===== src/rtl/if_axi_read_master.sv =====
// -----------------------------------------------------------------------------
// if_axi_read_master
//
// Instruction-fetch master. Turns one CPU fetch request into a single-beat
// AXI4 read (AR/R channels) and returns the 32-bit instruction. It also
// produces IM_busy, which holds the PC until the instruction is delivered.
// A branch/jump flush during a fetch lets the AXI transaction finish, so no
// response is left orphaned, and delivers NOP_INST in place of the fetched
// word.
//
// Ports:
//   clk, rst                 clock, asynchronous active-high reset
//   fetch_req, fetch_addr    CPU fetch request and byte address (PC)
//   flush                    redirect; kills the fetch in progress
//   IM_busy                  fetch not complete, PC must hold
//   inst, inst_valid         delivered instruction and its one-cycle strobe
//   inst_err                 strobe with inst_valid when RRESP != OKAY
//   AR*                      AXI read-address channel (single beat, INCR)
//   R*                       AXI read-data channel
// -----------------------------------------------------------------------------
module if_axi_read_master #(
    parameter logic [3:0]  MASTER_ID = 4'd0,
    parameter logic [31:0] NOP_INST  = 32'h0000_0013
) (
    input  logic        clk,
    input  logic        rst,
    input  logic        fetch_req,
    input  logic [31:0] fetch_addr,
    input  logic        flush,
    output logic        IM_busy,
    output logic [31:0] inst,
    output logic        inst_valid,
    output logic        inst_err,
    output logic [3:0]  ARID,
    output logic [31:0] ARADDR,
    output logic [3:0]  ARLEN,
    output logic [2:0]  ARSIZE,
    output logic [1:0]  ARBURST,
    output logic        ARVALID,
    input  logic        ARREADY,
    input  logic [3:0]  RID,
    input  logic [31:0] RDATA,
    input  logic [1:0]  RRESP,
    input  logic        RLAST,
    input  logic        RVALID,
    output logic        RREADY
);

    typedef enum logic [1:0] {
        IDLE = 2'd0,
        ADDR = 2'd1,
        DATA = 2'd2,
        DONE = 2'd3
    } state_t;

    state_t      state_reg, state_next;
    logic [31:0] araddr_reg;
    logic        kill_reg;
    logic [31:0] inst_reg;
    logic        err_reg;

    logic        start;
    logic        r_accept;
    logic        kill_now;

    // Only one beat is ever requested, so the beat matching our ID is the
    // last one regardless of what RLAST says.
    logic        unused_rlast;
    assign unused_rlast = RLAST;

    assign start    = (state_reg == IDLE) && fetch_req && !flush;
    assign r_accept = (state_reg == DATA) && RVALID && (RID == MASTER_ID);
    // A flush arriving on the very cycle the beat is captured still kills it.
    assign kill_now = kill_reg || flush;

    always_ff @(posedge clk or posedge rst) begin
        if (rst) begin
            state_reg  <= IDLE;
            araddr_reg <= 32'd0;
            kill_reg   <= 1'b0;
            inst_reg   <= NOP_INST;
            err_reg    <= 1'b0;
        end else begin
            state_reg <= state_next;
            if (start) begin
                araddr_reg <= fetch_addr;
            end
            // DONE always leads to IDLE, so clearing here clears on IDLE entry.
            if (state_reg == DONE) begin
                kill_reg <= 1'b0;
            end else if (((state_reg == ADDR) || (state_reg == DATA)) && flush) begin
                kill_reg <= 1'b1;
            end
            // Resolve the delivered word at capture time so DONE only replays it.
            if (r_accept) begin
                inst_reg <= (kill_now || (RRESP != 2'b00)) ? NOP_INST : RDATA;
                err_reg  <= (RRESP != 2'b00) && !kill_now;
            end
        end
    end

    always_comb begin
        state_next = state_reg;
        ARVALID    = 1'b0;
        RREADY     = 1'b0;
        IM_busy    = 1'b0;
        inst_valid = 1'b0;
        inst_err   = 1'b0;
        case (state_reg)
            IDLE: begin
                // Busy in the request cycle itself so the PC does not advance
                // before the fetch has even been issued.
                IM_busy = fetch_req;
                if (start) begin
                    state_next = ADDR;
                end
            end
            ADDR: begin
                // ARVALID stays up until ARREADY even across a flush.
                ARVALID = 1'b1;
                IM_busy = 1'b1;
                if (ARREADY) begin
                    state_next = DATA;
                end
            end
            DATA: begin
                // Beats carrying another ID are consumed and dropped.
                RREADY  = 1'b1;
                IM_busy = 1'b1;
                if (r_accept) begin
                    state_next = DONE;
                end
            end
            DONE: begin
                inst_valid = 1'b1;
                inst_err   = err_reg;
                state_next = IDLE;
            end
            default: begin
                state_next = IDLE;
            end
        endcase
        if (rst) begin
            IM_busy = 1'b0;
        end
    end

    assign inst    = inst_reg;
    assign ARID    = MASTER_ID;
    assign ARADDR  = araddr_reg;
    assign ARLEN   = 4'd0;
    assign ARSIZE  = 3'b010;
    assign ARBURST = 2'b01;

endmodule


===== config.mk =====
export PLATFORM = sky130hd
export DESIGN_NAME = if_axi_read_master
export DESIGN_NICKNAME = d
export VERILOG_FILES = /design/src/rtl/if_axi_read_master.sv
export SDC_FILE = /design/constraint.sdc
export NUM_CORES = 1
export LEC_CHECK = 0
export BUFFER_PORTS_ARGS = -buffer_cell sky130_fd_sc_hd__buf_4
export CORE_MARGIN = 2
export CORE_UTILIZATION = 45
export CTS_BUF_LIST = sky130_fd_sc_hd__clkbuf_8
export CTS_CLUSTER_DIAMETER = 40
export DETAILED_ROUTE_END_ITERATION = 7
export PLACE_DENSITY = 0.89
export SYNTH_ARGS = -nofsm -noshare
export SYNTH_HDL_FRONTEND = slang
export SYNTH_SLANG_ARGS = --single-unit
export TNS_END_PERCENT = 30

===== constraint.sdc =====
create_clock -name clk -period 5.94 [get_ports clk]
set_clock_uncertainty 0.05 [all_clocks]
set_input_delay 1.782 -clock clk [delete_from_list [all_inputs] [get_ports clk]]
set_output_delay 1.782 -clock clk [all_outputs]
set_load 0.02 [all_outputs]

==> summary.md <==
| Metric | Value |
|---|---|
| Status | complete, no violations |
| TritonCTS clock tree | yes |
| Residual DRC count | 0 |
| Synth area leader | dfrtp_1 |
| Post-Syn Instances | 252 |
| DR vias/cell | 4.67 |
| Clock root buffer | clkbuf_8 |
| Mean Syn Cell Area | 11.7 um^2 |
| Final Critical Period | 4.13 ns |
| Unrepaired setup endpoints after global routing | false |
| MaxCap Viol Count | 0 |
| Routed WL | 6.91 mm |
| Initial antenna violation count | 0 |
| Post-CTS Setup Bufs | 0 |
| Worst-path clk slew | 0.07 ns |
| Tcrit/Tclk final | 0.695 |
| Final #Nets | 477 |
| Seq. cell area | 0.00171 mm^2 |
| Initial Util | 0.465 |
| Final hold violations | 0 |
| TritonRoute pass-1 iters | 4 |
| Seq/Total Area, Yosys | 0.577 |
| Post-CTS Hold Fix Bufs | 0 |
| PortBufs | 144 |
| Setup CP Type | primary input to output port |
| TritonCTS Buffers | 9 |
| Clock sinks | 68 |
| Number of core rows | 29 |
| GRT overflow | 0 |
| First-pass GRT wire length | 11.1 mm |
| Worst Hold Class | register to register |
| Vias | 2,228 |
| Slew Limit Fails | 0 |
| Clock Latency Late Sink | 0.32 ns |
| Layout fillers | 526 |
| Library cells used by synthesis | 28 |
| Pwr/cell area | 436 mW/mm^2 |
| Maximum vdd ir drop | 286 uV |
| Post-DP HPWL | 5.31 mm |
| Vias in the first global route | 2,276 |
| Worst-path maximum fanout | 3 |
| Core area | 0.00635 mm^2 |
| Cell area after synthesis | 0.00295 mm^2 |
| 1st-iter DRT viols | 77 |
| WL/cell | 14.5 um |
| YS warnings | 0 |
| Layout cells sized above 1 | 0.523 |
| Final ANT Viol Nets | 0 |
| Relative slew slack | 0.589 |
| Largest net degree at the start of global routing | 43 |
| IO Pins | 159 |
| Top cells by area, synth | dfrtp_1 (55%), mux2_2 (12%), nand2_1 (8.0%) |
| P_leak | 2.11 nW |
| Most frequent cells in the layout | buf_4 (147), dfrtp_1 (65), nand2_1 (63) |
| Final setup fails | 0 |
| CP Launch Type | primary input |
| Die footprint | 0.00723 mm^2 |
| Max Clk Rate | 0.242 GHz |
| Area of the multi-input gates | 0.00106 mm^2 |
| Post-DP Area | 0.00398 mm^2 |
| Final setup TNS | 0 ns |
| GRT Util Overall | 0.197 |
| CTS max path bufs | 2 |
| Ant diodes | 0 |
| Post-CTS sizing | 0 |
| CP Capture Type | output port |
| Die width | 85.0 um |
| H-tree depth | 3 |
| Final Wtd Congestion | 0.752 |
| FF+latch count, synth | 68 |
| Die height | 85.0 um |
| Area share of the largest cell type after synthesis | 0.551 |
| Critical Path RT | 4.11 ns |
| Commonest non-fill, non-tap cell in the layout | buf_4 |
| Design area | 0.00419 mm^2 |
| Tightest Pin Transition | 0.615 ns |
| Synthesis-to-layout area growth | 41.9% |
| WP data arrival | 2.30 ns |
power breakdown:
| group | internal (mW) | total, mW | switching (mW) |
|---|---|---|---|
| logic | 0.356 | 0.735 | 0.379 |
| registers | 0.613 | 0.693 | 0.0799 |
| clock network | 0.232 | 0.399 | 0.167 |
worst max-delay path, stage by stage:
cell and delay [ns]:
buf_4 0.13, a21oi_1 0.16, nor3_1 0.06, buf_4 0.16
synthesized netlist by cell type:
library cell / n
o41ai_2: 1
nand2_1: 63
dfstp_2: 3
mux2_2: 32
o21ai_2: 7
nor3_1: 1
inv_1: 4
buf_4: 16
mux2_1: 1
nor2_1: 6
nor4_2: 1
o21ai_0: 16
ha_1: 5
buf_6: 7
clkbuf_1: 2
a22o_1: 1
o32a_1: 1
nand3b_4: 1
a21oi_2: 1
nor4_4: 1
nand2b_1: 1
and2_1: 1
dfrtp_1: 65
nand3_2: 1
buf_2: 1
a21oi_1: 2
conb_1: 2
o21ai_1: 9
kinds of logic after synthesis:
group | count (synthesis) | synth area share
buffers and inverters | 30 | 0.0767
AND/OR/NAND/NOR | 76 | 0.115
AO/OA/AOI/OAI | 38 | 0.0813
flip-flops | 68 | 0.577
adder cells (fa/ha/maj) | 5 | 0.0212
other | 2 | 0.00254
multiplexers | 33 | 0.126
final cells by class:
| type | count | area share |
|---|---|---|
| inverter | 4 | 0.00358 |
| clock inverter | 7 | 0.0203 |
| clock buffer | 9 | 0.0295 |
| multi-input combinational | 165 | 0.254 |
| timing repair buffer | 147 | 0.263 |
| sequential | 68 | 0.407 |
| tap | 77 | 0.0230 |
through the flow:
step            util  hold slack, ns  cells  total power [mW]  worst slack, ns
3_5_place_dp   0.627           0.415    461              1.45             1.80
2_1_floorplan      -           0.390    263              1.13             1.82
5_1_grt        0.660           0.437    477              1.93             1.78
6_report       0.660           0.425    477              1.83             1.81
4_1_cts        0.660           0.427    477              1.85             1.80
3_3_place_gp   0.627           0.402    461              1.41             1.83
worst paths after layout:
| path | startpoint | endpoint | slack, ns | depth (start not counted) |
|---|---|---|---|---|
| worst min register to register | inst[1]$_DFFE_PP1P_ | inst[1]$_DFFE_PP1P_ | 0.42 | 2 |
| worst min-delay path | inst[1]$_DFFE_PP1P_ | inst[1]$_DFFE_PP1P_ | 0.42 | 2 |
| max in group asynchronous | rst | inst[0]$_DFFE_PP1P_ | 3.40 | 3 |
| worst max register to register | state_reg[0]$_DFFE_PP0P_ | state_reg[1]$_DFFE_PP0P_ | 3.81 | 5 |
| min in group asynchronous | rst | err_reg$_DFFE_PP0P_ | 1.49 | 2 |
| worst max-delay path | fetch_req | IM_busy | 1.81 | 4 |
layer usage:
layer / track usage / routed length (um) / vias to the layer above
li1: - / - / 1095
met1: 0.238 / 2770 / 1044
met2: 0.338 / 3640 / 79
met3: 0.0438 / 361 / 10
met4: 0.0895 / 136 / 0
met5: 0 / 0 / -
(Power assumes the default switching activity.)
